## config.mk

```make
export PLATFORM = sky130hd
export DESIGN_NAME = pipe_stage_skid
export DESIGN_NICKNAME = d
export VERILOG_FILES = /design/src/rtl/pipe_stage_skid.sv
export SDC_FILE = /design/constraint.sdc
export NUM_CORES = 1
export LEC_CHECK = 0
export CAP_MARGIN = 20
export CORE_MARGIN = 8
export CORE_UTILIZATION = 54
export DETAILED_ROUTE_END_ITERATION = 8
export GPL_ROUTABILITY_DRIVEN = 0
export GPL_TIMING_DRIVEN = 0
export PLACE_DENSITY = 0.93
export SLEW_MARGIN = 15
export SYNTH_ARGS = -nofsm -noshare
export SYNTH_HDL_FRONTEND = slang
export SYNTH_SLANG_ARGS = --single-unit
export TNS_END_PERCENT = 5
```

## constraint.sdc

```tcl
create_clock -name CLK -period 4 [get_ports CLK]
set_input_delay 0.8 -clock CLK [delete_from_list [all_inputs] [get_ports CLK]]
set_output_delay 0.8 -clock CLK [all_outputs]
set_load 0.005 [all_outputs]
```

## src/rtl/pipe_stage_skid.sv

```systemverilog
// Inter-stage pipeline register with valid/ready handshake and a one-entry skid
// buffer. It carries an opaque payload and a control field, and supports flush,
// a global enable, a sticky halt flag and a saturating back-pressure counter.
module pipe_stage_skid #(
    parameter int DATA_W = 96,
    parameter int CTRL_W = 8,
    parameter int CNT_W  = 16
) (
    input  logic              CLK,
    input  logic              nRST,
    input  logic              en,
    input  logic              flush,
    input  logic              stall_clr,
    input  logic              in_valid,
    output logic              in_ready,
    input  logic [DATA_W-1:0] in_data,
    input  logic [CTRL_W-1:0] in_ctrl,
    input  logic              in_halt,
    output logic              out_valid,
    input  logic              out_ready,
    output logic [DATA_W-1:0] out_data,
    output logic [CTRL_W-1:0] out_ctrl,
    output logic              out_halt,
    output logic [CNT_W-1:0]  stall_cnt
);

    // Occupancy encoding: bit 0 is the main valid bit, bit 1 the skid valid bit.
    typedef enum logic [1:0] {
        EMPTY = 2'b00,
        HALF  = 2'b01,
        FULL  = 2'b11
    } state_t;

    state_t state, state_nx;

    logic [DATA_W-1:0] main_data, skid_data;
    logic [CTRL_W-1:0] main_ctrl, skid_ctrl;
    logic              main_halt, skid_halt;
    logic              main_valid, skid_valid;
    logic              halt_pending;
    logic              accept, pop;
    logic              load_main_in, load_main_skid, load_skid_in;

    function automatic logic [CNT_W-1:0] sat_inc(input logic [CNT_W-1:0] v);
        if (&v) return v;
        return v + {{(CNT_W-1){1'b0}}, 1'b1};
    endfunction

    assign main_valid = state[0];
    assign skid_valid = state[1];

    // Ready comes from registers only, so it never depends on this cycle's inputs.
    assign in_ready  = ~skid_valid & ~halt_pending;
    assign accept    = in_valid & in_ready & en & ~flush;
    assign pop       = main_valid & out_ready & en;

    assign out_valid = main_valid;
    assign out_data  = main_data;
    assign out_ctrl  = main_ctrl & {CTRL_W{main_valid}};

    // Occupancy state register.
    always_ff @(posedge CLK or negedge nRST) begin
        if (!nRST) state <= EMPTY;
        else       state <= state_nx;
    end

    // Next occupancy and register load selects; flush overrides everything.
    always_comb begin
        state_nx       = state;
        load_main_in   = 1'b0;
        load_main_skid = 1'b0;
        load_skid_in   = 1'b0;
        if (en) begin
            if (flush) begin
                state_nx = EMPTY;
            end else begin
                case (state)
                    EMPTY: begin
                        if (accept) begin
                            state_nx     = HALF;
                            load_main_in = 1'b1;
                        end
                    end
                    HALF: begin
                        if (accept && pop) begin
                            load_main_in = 1'b1;
                        end else if (accept) begin
                            state_nx     = FULL;
                            load_skid_in = 1'b1;
                        end else if (pop) begin
                            state_nx = EMPTY;
                        end
                    end
                    FULL: begin
                        if (pop) begin
                            state_nx       = HALF;
                            load_main_skid = 1'b1;
                        end
                    end
                    default: state_nx = EMPTY;
                endcase
            end
        end
    end

    // Main and skid payload registers; the skid entry always moves to main first.
    always_ff @(posedge CLK or negedge nRST) begin
        if (!nRST) begin
            main_data <= '0;
            main_ctrl <= '0;
            main_halt <= 1'b0;
            skid_data <= '0;
            skid_ctrl <= '0;
            skid_halt <= 1'b0;
        end else begin
            if (load_main_in) begin
                main_data <= in_data;
                main_ctrl <= in_ctrl;
                main_halt <= in_halt;
            end else if (load_main_skid) begin
                main_data <= skid_data;
                main_ctrl <= skid_ctrl;
                main_halt <= skid_halt;
            end
            if (load_skid_in) begin
                skid_data <= in_data;
                skid_ctrl <= in_ctrl;
                skid_halt <= in_halt;
            end
        end
    end

    // Halt bookkeeping: block further input once a halt is taken; out_halt is sticky.
    always_ff @(posedge CLK or negedge nRST) begin
        if (!nRST) begin
            halt_pending <= 1'b0;
            out_halt     <= 1'b0;
        end else begin
            if (en) begin
                if (flush)                  halt_pending <= 1'b0;
                else if (accept && in_halt) halt_pending <= 1'b1;
            end
            // A pop in a flush cycle still completes, so it can raise out_halt.
            if (pop && main_halt) out_halt <= 1'b1;
        end
    end

    // Saturating count of cycles where an entry waits on downstream.
    always_ff @(posedge CLK or negedge nRST) begin
        if (!nRST) begin
            stall_cnt <= '0;
        end else if (en) begin
            if (stall_clr)                      stall_cnt <= '0;
            else if (main_valid && !out_ready)  stall_cnt <= sat_inc(stall_cnt);
        end
    end

endmodule

```

==> impl_metrics.py, run 1 <==
metrics = {
    "status": {
        "status": "finished, final reports clean",
    },
    "clock_network": {
        "clock_path_buffers": 3,
        "clock-sinks": 230,
        "cts_max_level": 1,
        "cts_resized": 0,
        "cts_setup_buffers": 0,
        "tritoncts": "built",
        "hold_buffers": 0,
        "cts-root-buf": "clkbuf_16",
        "clkLatencyLatePin_ns": 0.52,
        "cts_buffers": 25,
        "clk_pin_slew_ns": 0.06,
    },
    "run": {
        "maxCapViolations": 0,
    },
    "synthesis": {
        "synth_edf_count": 0,
        "netlist.area_leader.share_pct": 56.8,
        "syn_nets": 947,
        "ys_types": 48,
        "synth.avg_cell_area_um2": 12.2,
        "syn_inst": 830,
        "synth_common_cells": "dfrtp_1 (230), a21oi_1 (115), nor2_1 (111)",
        "async_flop_share_pct": 100,
        "yosysMostFrequentCell": "dfrtp_1",
        "synth_seq_cells": 230,
        "ys.flop_type": "dfrtp_1",
        "synth_largest_area_cell": "dfrtp_1",
        "ys_seq_area_share_pct": 56.8,
        "yosys_warnings": 0,
        "synth_area_leaders": "dfrtp_1 (57%), mux2i_1 (10%), mux2_2 (8.6%)",
        "syn_area_um2": 10100,
    },
    "power_and_ir_drop": {
        "pwr-share-seq_pct": 43.7,
        "power-per-cell-area_nw_per_um2": 677,
        "p_sw_share_pct": 27.9,
        "power.leakage_nw": 5.66,
        "p_int_mw": 6.63,
        "pwr-share-comb_pct": 32.3,
        "vdd_ir_drop_max_uv": 481,
        "p_sw_mw": 2.57,
        "pwr-share-clk_pct": 24.0,
    },
    "finish": {
        "drive_gt1_share_pct": 15.0,
        "fillers": 1230,
        "synthToLayoutAreaGrowth_pct": 34.3,
        "fin_nets": 1210,
    },
    "die": {
        "initial_utilization_pct": 54.5,
        "die_x_um": 153,
        "core_area_um2": 18600,
        "num_io_pins": 235,
        "rows": 50,
        "die_area_um2": 23400,
        "die_h_um": 153,
    },
    "route": {
        "drtPass1Iterations": 5,
        "ant_nets": 0,
        "num_vias": 7508,
        "wl_mm": 27.0,
        "first_iter_violations": 373,
        "routedWlPerCell_um": 20.1,
        "drc_errors": 0,
        "viasPerCell": 5.59,
    },
    "timing": {
        "slew_viol_final": 0,
        "worst_slack_ns": 0.881,
        "max_slew.worst_pin.slew_ns": 0.745,
        "timing.final.crit_share_pct": 78.0,
        "setup_viol": 0,
        "clock_skew_ns": 0.0108,
        "finalHoldViolCount": 0,
        "rsz0062_at_grt": "no",
        "layout_min_cycle_time_ns": 3.12,
        "relSlewSlack_pct": 50.3,
        "fin_tns_setup_ns": 0,
        "fmax_ghz": 0.321,
    },
    "worst_setup_path": {
        "reg2reg_slack_ns": 0.88,
        "worst_setup_path_start_kind": "register",
        "r2r_start": "state[0]",
        "r2r_cells": 9,
        "cp-end-kind": "register",
        "crit_fanout": 10,
        "crit_required_ns": 4.43,
        "timing_worst_setup_path_type": "register to register",
        "critPathArrivalTime_ns": 3.55,
        "reg2reg_to": "out_data[30]",
    },
    "place": {
        "place_hpwl_mm": 18.7,
        "pre_cts_ws_ns": 0.638,
        "portBuffers": 234,
    },
    "hold_path": {
        "hold_path.class": "input pin to asynchronous set/reset pin",
    },
    "grt": {
        "grt_usage_pct": 22.7,
        "antenna_found_initial": 2,
        "grt_pass1_vias": 8097,
        "grt_pass1_wl_mm": 43.3,
        "overflow": 0,
        "grt_max_degree": 99,
    },
}
-- cells in the final DEF (no fill, tap or decap), drive strengths merged, types with 3 or more instances in the layout --
cell	count
clkdlybuf4s50	233
dfrtp	230
a21oi	115
nor2	111
mux2	106
mux2i	105
clkbuf	61
buf	29
and2	10
nand2	10
nand3	9
nand4	7
inv	6
nor3	5
or4	5
ha	5
nand2b	4
o31ai	4
o21ai	4
nor2b	4
and4	3
a41oi	3
or3	3
o311ai	3
o211ai	3
clkinv	3
-- power groups by stage --
stage	combinational (mW)	clock, mW	sequential, mW
after floorplan	1.34	0	3.94
after global placement	2.87	0	3.98
after detailed placement	2.98	0	4.03
after CTS	3.01	2.25	4.02
after global routing	3.22	2.33	4.15
final	2.97	2.21	4.02
-- per-layer routing --
metal,vias to the layer above,track usage [%],part of all wire [%]
met5,-,0,0.037
met2,240,38.1,49
met3,50,8.12,8.6
met4,2,7.12,2.7
met1,3735,26.7,40
li1,3481,-,-
-- critical path: stages, from the launching register on --
cell and delay [ns]:
dfrtp_1 0.54, clkbuf_1 0.37, inv_1 0.12, ha_1 0.25, a41o_1 0.21, nand3_1 0.16, clkbuf_1 0.59, clkbuf_1 0.48
nor2_1 0.11, a21oi_1 0.18
-- how the worst max path moves through the flow --
stage	from	endpoint	slack, ns	cells after the start
CTS	state[0]	out_data[30]	0.83	9
global route	state[0]	out_data[30]	0.59	9
detailed placement	flush	out_data[30]	0.64	7
global placement	nRST	skid_data[51]	-7.44	1
finish	state[0]	out_data[30]	0.88	9
floorplan	flush	skid_data[66]	1.89	5
-- metrics by stage --
stage | util, % | total power, mW | area, um2 | std cells | hold slack (ns)
after CTS | 73.2 | 9.28 | 13600 | 1342 | 0.178
after detailed placement | 69.0 | 7.01 | 12800 | 1300 | 0.465
after global placement | 68.7 | 6.85 | 12800 | 1298 | 0.452
after global routing | 73.2 | 9.70 | 13600 | 1343 | 0.198
final | 73.2 | 9.20 | 13600 | 1343 | 0.176
after floorplan | - | 5.28 | 10100 | 830 | 0.460
-- cell families (layout without fill, tap and decap cells) --
family / after synthesis / in the layout / share of synthesized area (%)
flip-flops: 230 / 230 / 56.8
multiplexers: 211 / 211 / 23.2
AND/OR/NAND/NOR: 183 / 183 / 8.73
AO/OA/AOI/OAI: 144 / 144 / 7.93
buffers and inverters: 57 / 335 / 2.67
adder cells (fa/ha/maj): 5 / 5 / 0.618
other: 0 / 1 / 0
-- final cells by class --
type                            instances  area [um2]  share of cell area [%]
Clock buffer                           35         683                    5.02
Multi-Input combinational cell        543        4100                    30.2
Antenna cell                            1        2.50                  0.0184
Inverter                                5        18.8                   0.138
Buffer                                 52         251                    1.85
Tap cell                              234         293                    2.15
Clock inverter                          7        91.3                   0.672
Timing Repair Buffer                  236        2400                    17.7
Sequential cell                       230        5760                    42.3
-- sequential cells by signal (all words and copies together) (netlist names) --
register	count
halt_pending	1
main_ctrl	8
main_halt	1
out_data	96
out_halt	1
skid_ctrl	8
skid_data	96
skid_halt	1
stall_cnt	16
state	2
Power figures use the tool's default switching activity.
==> run 2: changes to the inputs <==
--- a/config.mk
+++ b/config.mk
@@ -7,11 +7,11 @@
 export LEC_CHECK = 0
 export CAP_MARGIN = 20
 export CORE_MARGIN = 8
-export CORE_UTILIZATION = 54
+export CORE_UTILIZATION = 50
 export DETAILED_ROUTE_END_ITERATION = 8
 export GPL_ROUTABILITY_DRIVEN = 0
 export GPL_TIMING_DRIVEN = 0
-export PLACE_DENSITY = 0.93
+export PLACE_DENSITY = 0.88
 export SLEW_MARGIN = 15
 export SYNTH_ARGS = -nofsm -noshare
 export SYNTH_HDL_FRONTEND = slang
==> constraint.sdc (replaced) <==
create_clock -name CLK -period 3 [get_ports CLK]
set_input_delay 0.6 -clock CLK [delete_from_list [all_inputs] [get_ports CLK]]
set_output_delay 0.6 -clock CLK [all_outputs]
set_load 0.005 [all_outputs]
==> run 2 against run 1 <==
Net effect: register-to-register slack got worse by 0.77 ns; fmax increased by 8.0%; global-route usage decreased by 0.72 points; sequential share of layout area decreased by 0.41 points; critical path depth unchanged; sequential power increased by 34%; sequential cell count unchanged; final cell count increased by 3.3%.
==> impl_metrics.py, run 2 (same netlist as run 1, synthesis figures left out) <==
metrics = {
    "status": {
        "status": "finished, final reports clean",
    },
    "worst_setup_path": {
        "cp_common_cell": "clkbuf_1",
        "cp_slowest_cell": "dfrtp_1",
        "crit_required_ns": 3.44,
        "timing_worst_setup_path_type": "register to register",
        "cp-end-kind": "register",
        "cpPeakStageDelay_ns": 0.52,
        "critPathArrivalTime_ns": 3.33,
        "crit_fanout": 10,
        "critical-path-top-delay-family": "buffers and inverters",
        "path_buf_inv": 4,
        "path_cells": "clkbuf_1 > inv_1 > ha_1 > a41o_1 > nand3_1 > clkbuf_2 > clkbuf_1 > nor2_1 > a21oi_1",
        "worst_setup_path_start_kind": "register",
    },
    "clock_network": {
        "clock_path_buffers": 3,
        "clock-sinks": 230,
        "cts_setup_buffers": 0,
        "cts_max_level": 1,
        "tritoncts": "built",
        "cts-root-buf": "clkbuf_16",
        "clk_pin_slew_ns": 0.06,
        "clkLatencyLatePin_ns": 0.52,
        "cts_buffers": 25,
    },
    "timing": {
        "fin_tns_setup_ns": 0,
        "worst_slack_ns": 0.112,
        "max_slew.worst_pin.slew_ns": 0.780,
        "slew_viol_final": 0,
        "fmax_ghz": 0.346,
        "timing.final.crit_share_pct": 96.3,
        "setup_viol": 0,
        "finalHoldViolCount": 0,
        "clock_skew_ns": 0.0103,
        "relSlewSlack_pct": 47.8,
        "rsz0062_at_grt": "yes",
        "layout_min_cycle_time_ns": 2.89,
    },
    "die": {
        "rows": 52,
        "initial_utilization_pct": 50.5,
        "die_x_um": 158,
        "num_io_pins": 235,
        "die_area_um2": 25100,
        "core_area_um2": 20000,
        "die_h_um": 158,
    },
    "grt": {
        "grt_pass1_vias": 8037,
        "grt_max_degree": 107,
        "grt_usage_pct": 21.9,
        "antenna_found_initial": 2,
        "overflow": 0,
        "grt_pass1_wl_mm": 43.4,
    },
    "hold_path": {
        "hold_path.class": "register to register",
    },
    "finish": {
        "final_common_cell": "clkdlybuf4s50_1",
        "layout_common_cells": "clkdlybuf4s50_1 (233), dfrtp_1 (230), a21oi_1 (115), nor2_1 (111), mux2i_1 (105)",
        "fin_nets": 1211,
        "synthToLayoutAreaGrowth_pct": 35.6,
        "drive_gt1_share_pct": 16.4,
    },
    "route": {
        "first_iter_violations": 413,
        "wl_mm": 27.7,
        "viasPerCell": 5.44,
        "drtPass1Iterations": 5,
        "ant_nets": 0,
        "routedWlPerCell_um": 20.0,
        "num_vias": 7544,
        "drc_errors": 0,
    },
    "power_and_ir_drop": {
        "power-per-cell-area_nw_per_um2": 909,
        "vdd_ir_drop_max_uv": 603,
        "power.leakage_nw": 5.72,
    },
    "run": {
        "maxCapViolations": 0,
    },
    "place": {
        "portBuffers": 234,
        "pre_cts_ws_ns": -0.271,
        "place_hpwl_mm": 19.2,
    },
}
run 2: changes by cell type in the layout (fill, tap and decap cells not counted), sizes merged:
cell / delta
diode: +3
clkbuf: -9
buf: +5
bufinv: +1
clkinvlp: +1
clkinv: +6
dlygate4sd3: +1
run 2: metrics by stage:
stage / hold WS, ns / cells / power [mW] / area (um2) / util [%]
final: 0.469 / 1387 / 12.5 / 13700 / 68.5
after global routing: 0.503 / 1385 / 13.1 / 13700 / 68.5
after CTS: 0.475 / 1383 / 12.6 / 13700 / 68.5
after detailed placement: 0.449 / 1336 / 9.38 / 12900 / 64.2
after global placement: 0.454 / 1334 / 9.16 / 12800 / 63.9
after floorplan: 0.304 / 830 / 7.04 / 10100 / -
run 2: area by class of cell:
type | instances | area (um2)
antenna | 4 | 10.0
multi-input combinational | 543 | 4100
fill | 1510 | 6300
buffer | 52 | 260
timing repair buffer | 237 | 2410
clock inverter | 15 | 159
inverter | 5 | 18.8
clock buffer | 31 | 678
tap | 270 | 338
sequential | 230 | 5760
run 2: power breakdown:
group / internal [mW] / leakage [nW] / switching (mW)
combinational: 2.56 / 2.60 / 1.42
sequential: 4.54 / 2.71 / 0.843
clock: 1.86 / 0.416 / 1.26
total: 8.96 / 5.72 / 3.53
run 2: worst paths after layout:
path	end	depth (start not counted)	start	slack, ns
min in group asynchronous	stall_cnt[9]	2	nRST	0.52
max reg2reg	out_data[36]	9	state[0]	0.11
max	out_data[36]	9	state[0]	0.11
min reg2reg	out_halt	1	out_halt	0.47
min	out_halt	1	out_halt	0.47
max in group asynchronous	skid_data[64]	3	nRST	1.71
run 2: per-layer routing:
metal  vias to the layer above  global-route usage (%)  share of wire, %
li1                       3500                       -                 -
met1                      3763                    26.0                39
met2                       235                    37.5                50
met3                        46                    6.73               8.3
met4                         0                    7.09               2.5
met5                         -                       0                 0
run 2: repair_timing:
action / in CTS / in global routing
gates resized for setup: 2 / 15
endpoints found under the setup margin: 105 / 72
hold endpoints to repair: 19 / 0
hold buffers: 1 / 0
==> run 3: changes to the inputs <==
--- a/config.mk
+++ b/config.mk
@@ -8,10 +8,12 @@
 export CAP_MARGIN = 20
 export CORE_MARGIN = 8
 export CORE_UTILIZATION = 50
+export CTS_CLUSTER_SIZE = 8
 export DETAILED_ROUTE_END_ITERATION = 8
 export GPL_ROUTABILITY_DRIVEN = 0
 export GPL_TIMING_DRIVEN = 0
 export PLACE_DENSITY = 0.88
+export RECOVER_POWER = 100
 export SLEW_MARGIN = 15
 export SYNTH_ARGS = -nofsm -noshare
 export SYNTH_HDL_FRONTEND = slang
==> run 3 against run 2 <==
Net effect: sequential cell count stayed put; clock skew decreased by 0.0023 ns; hold slack worse by 0.0042 ns; sequential share of layout area is 0.099 points lower; non-clock buffer count stayed put; first-iteration DRC count decreased by 22%; combinational power decreased by 6.8%.
==> impl_metrics.py, run 3 (same netlist as run 1, synthesis figures left out) <==
metrics = {
    "timing": {
        "timing.final.crit_share_pct": 94.1,
        "max_slew.worst_pin.slew_ns": 1.19,
        "relSlewSlack_pct": 20.6,
        "finalHoldViolCount": 0,
        "clock_skew_ns": 0.00803,
        "fmax_ghz": 0.354,
        "worst_slack_ns": 0.176,
        "layout_min_cycle_time_ns": 2.82,
        "fin_tns_setup_ns": 0,
        "fin_hold_ws_ns": 0.465,
        "setup_viol": 0,
        "rsz0062_at_grt": "yes",
        "slew_viol_final": 0,
    },
    "worst_setup_path": {
        "cp_slowest_cell": "dfrtp_1",
        "cp-end-kind": "register",
        "worst_setup_path_start_kind": "register",
        "r2r_cells": 9,
        "path_cells": "clkbuf_1 > inv_1 > ha_1 > a41o_1 > nand3_1 > clkbuf_2 > clkbuf_1 > nor2_1 > a21oi_1",
        "r2r_start": "state[0]",
        "timing_worst_setup_path_type": "register to register",
        "critPathArrivalTime_ns": 3.23,
        "cp_common_cell": "clkbuf_1",
        "crit_fanout": 10,
        "cpPeakStageDelay_ns": 0.52,
        "timing.critical_path.from": "state[0]",
        "crit_path_end": "out_data[15]",
        "reg2reg_slack_ns": 0.18,
        "reg2reg_to": "out_data[15]",
        "crit_required_ns": 3.41,
    },
    "die": {
        "rows": 52,
        "die_area_um2": 25100,
        "die_x_um": 158,
        "core_area_um2": 20000,
        "num_io_pins": 235,
        "die_h_um": 158,
        "initial_utilization_pct": 50.5,
    },
    "route": {
        "drc_errors": 0,
        "viasPerCell": 5.48,
        "num_vias": 7546,
        "first_iter_violations": 324,
        "ant_nets": 0,
        "drtPass1Iterations": 4,
        "routedWlPerCell_um": 19.9,
        "wl_mm": 27.4,
    },
    "place": {
        "placed_cells": 1336,
        "place_hpwl_mm": 19.2,
        "pre_cts_ws_ns": -0.271,
        "dpl_cell_area_um2": 12900,
        "portBuffers": 234,
    },
    "grt": {
        "grt_pass1_vias": 8123,
        "antenna_found_initial": 2,
        "overflow": 0,
        "grt_usage_pct": 22.0,
        "grt_max_degree": 107,
        "grt_pass1_wl_mm": 43.4,
    },
    "power_and_ir_drop": {
        "power.leakage_nw": 5.71,
        "p_sw_share_pct": 28.1,
        "p_int_mw": 8.93,
        "vdd_ir_drop_max_uv": 594,
        "power-per-cell-area_nw_per_um2": 903,
        "pwr-share-seq_pct": 43.1,
        "p_sw_mw": 3.49,
        "pwr-share-clk_pct": 27.1,
        "pwr-share-comb_pct": 29.8,
        "total_power_mw": 12.4,
    },
    "finish": {
        "final_common_cell": "dfrtp_1",
        "fin_cells": 1378,
        "final_util_pct": 68.7,
        "fin_nets": 1220,
        "drive_gt1_share_pct": 15.7,
        "finish.instance_area_um2": 13800,
        "layout_common_cells": "dfrtp_1 (230), clkdlybuf4s50_1 (118), dlygate4sd3_1 (116), a21oi_1 (115), nor2_1 (111)",
        "synthToLayoutAreaGrowth_pct": 35.9,
    },
    "run": {
        "maxCapViolations": 0,
    },
    "clock_network": {
        "cts_max_level": 2,
        "cts_buffers": 34,
        "tritoncts": "built",
        "clkLatencyLatePin_ns": 0.49,
        "clock_path_buffers": 3,
        "clock-sinks": 230,
        "clk_pin_slew_ns": 0.05,
        "cts_setup_buffers": 0,
        "cts-root-buf": "clkbuf_16",
    },
    "hold_path": {
        "hold_path.class": "register to register",
    },
    "status": {
        "status": "finished, final reports clean",
    },
}
[run 3: cell type report]
| class | count | area, um2 |
|---|---|---|
| Fill cell | 1501 | 6270 |
| Sequential cell | 230 | 5760 |
| Multi-Input combinational cell | 543 | 4100 |
| Timing Repair Buffer | 237 | 2370 |
| Clock buffer | 36 | 890 |
| Tap cell | 270 | 338 |
| Buffer | 52 | 258 |
| Clock inverter | 2 | 28.8 |
| Inverter | 5 | 18.8 |
| Antenna cell | 3 | 7.51 |
[run 3: power groups by stage]
stage	Clock (mW)	Combinational (mW)	Sequential (mW)
global route	3.57	4.04	5.50
global placement	0	3.84	5.32
detailed placement	0	3.99	5.38
finish	3.37	3.71	5.35
CTS	3.44	4.02	5.38
floorplan	0	1.79	5.26
[run 3: worst min path at each step]
stage          startpoint      endpoint  slack [ns]  cells after the start
4_1_cts          out_halt      out_halt        0.47                      1
3_3_place_gp     out_halt      out_halt        0.45                      1
6_report         out_halt      out_halt        0.47                      1
5_1_grt          out_halt      out_halt        0.49                      1
2_1_floorplan        nRST  halt_pending        0.30                      0
3_5_place_dp         nRST  stall_cnt[8]        0.45                      1
[run 3: repair_timing]
action,in CTS,in global routing
endpoints found under the setup margin,105,75
endpoints found under the hold margin,19,0
gates resized for setup,2,14
hold buffers,1,0
[run 3: critical path: cells and delay by family (launching register included)]
| kind | cells | cell delay [ns] |
|---|---|---|
| adders and majority gates | 1 | 0.26 |
| and+or+nand+nor | 2 | 0.26 |
| DFF | 1 | 0.52 |
| AOI/OAI and AO/OA | 2 | 0.37 |
| buffers and inverters | 4 | 1.32 |
[run 3: metal layers]
layer	up-vias	GRT usage [%]	share of wire, %
met5	-	0	0
met4	0	6.92	2.1
met3	43	7.52	9.3
met2	239	37.3	50
met1	3769	25.8	38
li1	3495	-	-
